==> src/rtl/alu_issue_pkg.sv <==
// Shared op-code definitions for the ALU and its issue/retire wrapper.
package alu_issue_pkg;

  typedef enum logic [1:0] {
    ALU_ADD = 2'b00,
    ALU_SUB = 2'b01,
    ALU_SLL = 2'b10,
    ALU_SLT = 2'b11
  } alu_op_e;

endpackage

==> src/rtl/alu_issue_pipe_reg.sv <==
// Valid/ready register slice; accepts whenever empty or being drained this cycle.
module pipe_reg #(
  parameter int unsigned W = 8
) (
  input  logic         clk,
  input  logic         rst,
  input  logic         in_valid,
  output logic         in_ready,
  input  logic [W-1:0] in_data,
  output logic         out_valid,
  input  logic         out_ready,
  output logic [W-1:0] out_data
);

  logic         valid_q, valid_d;
  logic [W-1:0] data_q, data_d;

  assign in_ready  = !valid_q || out_ready;
  assign out_valid = valid_q;
  assign out_data  = data_q;

  // Data only moves on a real transfer, so it holds its last value when emptied.
  always_comb begin
    valid_d = valid_q;
    data_d  = data_q;
    if (in_ready) begin
      valid_d = in_valid;
    end
    if (in_valid && in_ready) begin
      data_d = in_data;
    end
  end

  always_ff @(posedge clk) begin
    if (rst) begin
      valid_q <= 1'b0;
      data_q  <= '0;
    end else begin
      valid_q <= valid_d;
      data_q  <= data_d;
    end
  end

endmodule

==> src/rtl/alu_issue.sv <==
// Two-stage issue/retire wrapper around an external ALU, with a result
// accumulator usable as the x operand and a retired-operation counter.
module alu_issue
  import alu_issue_pkg::*;
#(
  parameter int unsigned WIDTH       = 8,
  parameter int unsigned SHIFT       = 3,
  parameter int unsigned COUNT_WIDTH = 16
) (
  input  logic                   clk,
  input  logic                   rst,
  input  logic                   in_valid,
  output logic                   in_ready,
  input  logic [1:0]             in_operation,
  input  logic [WIDTH-1:0]       in_x,
  input  logic [WIDTH-1:0]       in_y,
  input  logic [SHIFT-1:0]       in_shamt,
  input  logic                   in_use_acc,
  output logic [1:0]             alu_operation,
  output logic [WIDTH-1:0]       alu_x,
  output logic [WIDTH-1:0]       alu_y,
  output logic [SHIFT-1:0]       alu_shamt,
  input  logic [WIDTH-1:0]       alu_result,
  input  logic                   alu_zero,
  output logic                   out_valid,
  input  logic                   out_ready,
  output logic [WIDTH-1:0]       out_result,
  output logic                   out_zero,
  output logic [WIDTH-1:0]       acc,
  output logic [COUNT_WIDTH-1:0] op_count
);

  localparam int unsigned S1_W = 2 + WIDTH + WIDTH + SHIFT + 1;
  localparam int unsigned S2_W = WIDTH + 1;

  logic [S1_W-1:0] s1_in_data, s1_data;
  logic [S2_W-1:0] s2_in_data, s2_data;
  logic            s1_valid, s2_ready;
  logic [WIDTH-1:0] s1_x;
  logic            s1_use_acc;
  logic            s1_xfer;

  logic [WIDTH-1:0]       acc_q, acc_d;
  logic [COUNT_WIDTH-1:0] op_count_q, op_count_d;

  assign s1_in_data = {in_operation, in_x, in_y, in_shamt, in_use_acc};

  pipe_reg #(.W(S1_W)) u_s1 (
    .clk       (clk),
    .rst       (rst),
    .in_valid  (in_valid),
    .in_ready  (in_ready),
    .in_data   (s1_in_data),
    .out_valid (s1_valid),
    .out_ready (s2_ready),
    .out_data  (s1_data)
  );

  assign {alu_operation, s1_x, alu_y, alu_shamt, s1_use_acc} = s1_data;

  // Accumulator is read live so a command directly behind its producer sees the new value.
  assign alu_x = s1_use_acc ? acc_q : s1_x;

  assign s2_in_data = {alu_result, alu_zero};

  pipe_reg #(.W(S2_W)) u_s2 (
    .clk       (clk),
    .rst       (rst),
    .in_valid  (s1_valid),
    .in_ready  (s2_ready),
    .in_data   (s2_in_data),
    .out_valid (out_valid),
    .out_ready (out_ready),
    .out_data  (s2_data)
  );

  assign {out_result, out_zero} = s2_data;

  assign s1_xfer = s1_valid && s2_ready;

  always_comb begin
    acc_d      = acc_q;
    op_count_d = op_count_q;
    if (s1_xfer) begin
      acc_d      = alu_result;
      op_count_d = op_count_q + COUNT_WIDTH'(1);
    end
  end

  always_ff @(posedge clk) begin
    if (rst) begin
      acc_q      <= '0;
      op_count_q <= '0;
    end else begin
      acc_q      <= acc_d;
      op_count_q <= op_count_d;
    end
  end

  assign acc      = acc_q;
  assign op_count = op_count_q;

endmodule

==> config.mk <==
export PLATFORM = sky130hd
export DESIGN_NAME = alu_issue
export DESIGN_NICKNAME = d
export VERILOG_FILES = /design/src/rtl/alu_issue_pkg.sv /design/src/rtl/alu_issue_pipe_reg.sv /design/src/rtl/alu_issue.sv
export SDC_FILE = /design/constraint.sdc
export NUM_CORES = 1
export LEC_CHECK = 0
export ABC_AREA = 1
export ABC_CLOCK_PERIOD_IN_PS = 1600
export CORE_MARGIN = 5
export CORE_UTILIZATION = 45
export DETAILED_ROUTE_END_ITERATION = 8
export DONT_BUFFER_PORTS = 1
export GPL_ROUTABILITY_DRIVEN = 0
export PLACE_DENSITY = 0.6
export SETUP_SLACK_MARGIN = 0.05
export SYNTH_ARGS = -nofsm -noshare
export SYNTH_HDL_FRONTEND = slang
export SYNTH_HIERARCHICAL = 1
export SYNTH_SLANG_ARGS = --single-unit
==> constraint.sdc <==
create_clock -name clk -period 1.6 [get_ports clk]
set_clock_uncertainty 0.05 [all_clocks]
set_input_delay 0.24 -clock clk [delete_from_list [all_inputs] [get_ports clk]]
set_output_delay 0.24 -clock clk [all_outputs]
set_load 0.005 [all_outputs]
# --- After elaboration in Yosys (flattened, before gate mapping) ---
# Index checks and enable logic that the tools add are counted.
# W data, S select, Z words.
op_classes:
  n_addsub: 1
  mux: 1
  reduce_logical: 6
op_table:
  columns: ["op", "n"]
  rows:
  - ["$add A16 B1 Y16 const B", 1]
  - ["$mux W8", 1]
  - ["$logic_and A1 B1 Y1", 2]
  - ["$logic_not A1 Y1", 2]
  - ["$logic_or A1 B1 Y1", 2]
totals:
  ff_bits: 57
  inputBits: 35
  out_inout_bits: 56
  wordCells: 14

# --- Longest topological paths before layout ---
depth:
  depth_word: 4
  depth_mapped: 11

# --- Cells and area by module ---
# Netlist, hierarchy kept.
modules_own_cells:
  columns: ["module", "n_inst", "cells_each", "area_per_inst_um2"]
  rows:
  - ["alu_issue", 1, 155, 1194.9]
  - ["pipe_reg at u_s1", 1, 149, 1068.5]
  - ["pipe_reg at u_s2", 1, 64, 471.7]

# --- Worst setup path before layout ---
# Ideal clock, no wire load.
synth_timing:
  kind: "flip-flop to flip-flop"
  start: "register op_count_q[0] (netlist: op_count[0])"
  end: "register op_count_q[14] (netlist: op_count[14])"
  setup_time_ns: 0.113
  t_arrival_ns: 1.189
  required_time_ns: 1.437
  setup_slack_ns: 0.248
  path_stages_with_launch: 9
  period_less_slack_ns: 1.352
  path_cell_list: "dfxtp_1 ha_1 nand2_1 nor2_2 nand3_4 nor2_8 nand3_1 nand2_1 nor2_1"
synth_via:
  elab_chain_len: 1
synth_rtl:
  columns: ["element", "line_no", "rtl"]
  rows:
  - ["start: declaration", "alu_issue.sv:44", "logic [COUNT_WIDTH-1:0] op_count_q, op_count_d;"]
  - ["start signal: assignment", "alu_issue.sv:96", "op_count_q <= op_count_d;"]
  - ["$add A16 B1 Y16", "alu_issue.sv:86", "op_count_d = op_count_q + COUNT_WIDTH'(1);"]
# No other way between the ends.
# A chain may end at the register's enable or synchronous reset.

# --- Worst setup path after layout ---
layout_timing:
  start: "register u_s1.valid_q (netlist: u_s1/out_valid)"
  end: "output in_ready"
layout_via:
  elab_chain_len: 2
layout_rtl:
  columns: ["element", "line_no", "rtl"]
  rows:
  - ["start: declaration", "alu_issue_pipe_reg.sv:15", "logic valid_q, valid_d;"]
  - ["start signal: assignment", "alu_issue_pipe_reg.sv:39", "valid_q <= valid_d;"]
  - ["$logic_not A1 Y1", "alu_issue_pipe_reg.sv:18", "assign in_ready = !valid_q || out_ready;"]
  - ["$logic_or A1 B1 Y1", "alu_issue_pipe_reg.sv:18", null]
  - ["end: declaration", "alu_issue.sv:13", "output logic in_ready,"]
# No other way between the ends.

==> run summary <==
The run finished with clean final reports. After the first detailed-routing iteration, the DRC count stood at 102. Measured on the finished design, the core utilization comes to 50.2%. The largest family of logic cells by synthesized area was simple AND/OR/NAND/NOR gates.

The iteration count of the initial detailed-routing pass is 6, and the final critical delay including setup and external delays is 1480 ps. Leaving out fill and tap cells, the most frequent cells in the layout are 72 x sky130_fd_sc_hd__nor2_1, 56 x sky130_fd_sc_hd__dfxtp_1, 49 x sky130_fd_sc_hd__nand2_1. The flip-flop and latch count after synthesis was 57; the TritonCTS buffer count was 9. The worst setup path is of the reg -> out kind. For the number of global-route vias before repair, the log shows 2006. The filler cell count in the final layout is 624. Of the total synthesized cell area, the portion taken by XOR and XNOR cells is 0.320%. The initial antenna violation count is 0, and the core region area is 5920 um^2. The logs give 57 for the number of sinks handled by clock tree synthesis and 404 for the number of nets produced by synthesis. For this configuration, the core starts out at a cell density of 46.2%. The post-synthesis share of cell area spent on full adders, half adders and majority gates is 0.457%, and the floorplan die area is 7740 um^2. The worst path meets setup with 123 ps of slack.

Setup violations remaining at the end of the flow were counted as 0. The run gives 28 as the placement row count. During synthesis, Yosys emitted a total of 6 warnings. The worst path uses 92.3% of the clock period.

91 I/O pins were placed. The area occupied by multi-input gates came out at 1210 um^2. Once detail routing completed, the nets flagged for antenna violations numbered 0. The H-tree generated during clock tree synthesis spans 3 levels. The number of setup buffers added after CTS is 0. The average cell area after synthesis is 7.43 um^2. The tools report the cell at the root of the clock tree as sky130_fd_sc_hd__clkbuf_8. The min-delay analysis places its worst path in the category in -> reg. Clock-pin slew was measured on the worst setup and hold paths at 70 ps. The wire length of the first global-routing pass was 9710 um. Summing the areas of all compound-gate instances in the mapped netlist gives 10.9% of the synthesized area. The analysis attributes to cell leakage a power of 1.44 nW. The run gives 4410 um as the total half-perimeter wirelength after legalization and detailed placement.

The total power divided by cell area was 1060 nW/um^2; the fmax was 0.677 GHz. The kind of start point of the critical path was a flop. The final route contains 2240 vias.

For the pin with the worst max-slew slack, the measured transition is 566 ps. Synthesis produced 368 cells. Of the total synthesized cell area, the portion taken by AND, OR, NAND and NOR gates is 29.2%.

The net count of the finished layout is 408. In this run the worst path has a maximum fanout of 14. The headroom to the max-slew limit came out at 62.2%.

After detailed routing, the number of vias per cell comes to 4.96. The number of buffers inserted by port buffering was 0. Number of distinct library cells after synthesis: 28. After synthesis, flip-flops and latches occupy 41.7% of the total area. The tightest hold path in the finished design has a slack of 21.5 ps. Relative to the synthesized area, the layout overhead comes to 8.69%.

The total of max-cap violations is 0, and the count of final hold-check violations is 0. The routed design has 6130 um of wire. The die is 88.0 um wide.

The fraction of layout cells with a size suffix above 1 is 15.4%, and the proportion of synthesized area in mux cells is 3.29%. Across the VDD grid, the largest voltage drop is 0.000499 V. TritonCTS built the clock tree. The run gives 46 as the largest net degree at the start of global routing. The run gives 220 ps as the placement-stage worst setup slack. Setup repair after global routing could not meet its margin everywhere.

The residual overflow from global routing was 0; the detail-routed net length per standard cell was 13.6 um. Across every metal layer, demand over resource in global routing totals 16.0%. The repair_antennas step left the layout with diodes totalling 0.

The logs give 2740 um^2 for the synthesized cell area and 320 ps for the clock latency reported for the late side of the worst-skew pair. For the total negative slack for setup checks, the log shows 0 ps. The worst setup path is captured at an output pin. The final-report max-slew violation count is 0, and the die span in y is 88.0 um. Data required time at the worst endpoint: 1310 ps. Leaving out fill and tap cells, the most frequent cell in the layout is sky130_fd_sc_hd__nor2_1. For this run, design rule violations remaining after detail routing come to 0. In this run the deepest clock path goes through 2 buffers.

STA puts the critical path data arrival time at 1190 ps. The run gives 1140 um^2 as the register cell area after layout.
stage by stage:
stage	total power [mW]	instances	instance area, um^2
after CTS	3.21	452	2960
after floorplan	1.84	368	2740
after global routing	3.33	452	2970
after global placement	1.86	434	2750
final	3.16	452	2970
after detailed placement	1.87	434	2750
power breakdown:
part           switching, mW  leakage, nW  internal [mW]
Combinational          0.148        0.877          0.126
Sequential            0.0643        0.469           1.50
Clock                  0.565       0.0953          0.756
Total                  0.778         1.44           2.38
layout make-up:
class / count / area share (%)
Clock buffer: 11 / 4.76
Multi-Input combinational cell: 239 / 40.8
Sequential cell: 57 / 38.4
Clock inverter: 5 / 1.85
Timing Repair Buffer: 13 / 4.42
Inverter: 52 / 6.57
Tap cell: 75 / 3.16
critical path, cell delays in order, from the launching register on:
cell and delay, ps:
sky130_fd_sc_hd__dfxtp_1 370, sky130_fd_sc_hd__buf_6 170, sky130_fd_sc_hd__nand2_4 140, sky130_fd_sc_hd__buf_12 180
logic make-up after synthesis:
family / Yosys count
adder cells (fa/ha/maj): 1
XOR/XNOR: 1
flip-flops: 57
buffers and inverters: 72
AND/OR/NAND/NOR: 172
multiplexers: 8
AO/OA/AOI/OAI: 57
metal layers:
| layer | track usage [%] | share of wire [%] | routed length, um | up-vias |
|---|---|---|---|---|
| li1 | - | - | - | 1162 |
| met5 | 0 | 0 | 0 | - |
| met4 | 7.11 | 1.7 | 106 | 0 |
| met3 | 6.30 | 10 | 619 | 11 |
| met1 | 20.2 | 43 | 2650 | 992 |
| met2 | 24.0 | 45 | 2760 | 75 |
final timing paths:
check / start / end / slack (ps) / cells past startpoint
setup reg to reg: u_s2/out_valid / op_count[9] / 220 / 9
hold / removal: rst / op_count[8] / 20 / 2
hold reg to reg: u_s1/out_data[13] / u_s1/out_data[13] / 440 / 2
setup / recovery: u_s1/out_valid / in_ready / 120 / 3
sequential cells by signal, summed over array words and instances (netlist names):
signal	count
acc	8
op_count	16
u_s1/out_data	22
u_s1/out_valid	1
u_s2/out_data	9
u_s2/out_valid	1
synth_stat cells:
cell type	number	area share [%]
sky130_fd_sc_hd__a21oi_2	2	0.64
sky130_fd_sc_hd__ha_1	1	0.46
sky130_fd_sc_hd__dfxtp_1	57	42
sky130_fd_sc_hd__nor2_1	72	9.9
sky130_fd_sc_hd__nand3_1	35	6.4
sky130_fd_sc_hd__buf_12	1	0.73
sky130_fd_sc_hd__o21ai_1	2	0.37
sky130_fd_sc_hd__nand2_1	49	6.7
sky130_fd_sc_hd__nand3_2	2	0.73
sky130_fd_sc_hd__nand3_4	1	0.64
sky130_fd_sc_hd__mux2_2	8	3.3
sky130_fd_sc_hd__nand2_2	2	0.46
sky130_fd_sc_hd__clkinv_1	1	0.14
sky130_fd_sc_hd__a21oi_1	39	7.1
sky130_fd_sc_hd__o21ai_0	12	2.2
sky130_fd_sc_hd__buf_2	4	0.73
sky130_fd_sc_hd__xor2_1	1	0.32
sky130_fd_sc_hd__inv_1	45	6.2
sky130_fd_sc_hd__inv_2	6	0.82
sky130_fd_sc_hd__buf_6	11	4.5
sky130_fd_sc_hd__nor3_1	1	0.18
sky130_fd_sc_hd__buf_4	3	0.82
sky130_fd_sc_hd__nor2_4	2	0.82
sky130_fd_sc_hd__o21a_1	2	0.55
sky130_fd_sc_hd__nor2_8	2	1.5
sky130_fd_sc_hd__buf_1	1	0.14
sky130_fd_sc_hd__nand2_4	3	1.2
sky130_fd_sc_hd__nor2_2	3	0.69
timing repair:
item | 4_1_cts | 5_1_grt
gates cloned | 0 | 0
hold buffers | 2 | 0
resized for setup | 1 | 2
endpoints found under the hold margin | 3 | 0
setup endpoints to repair | 8 | 2
(Power assumes the default switching activity.)
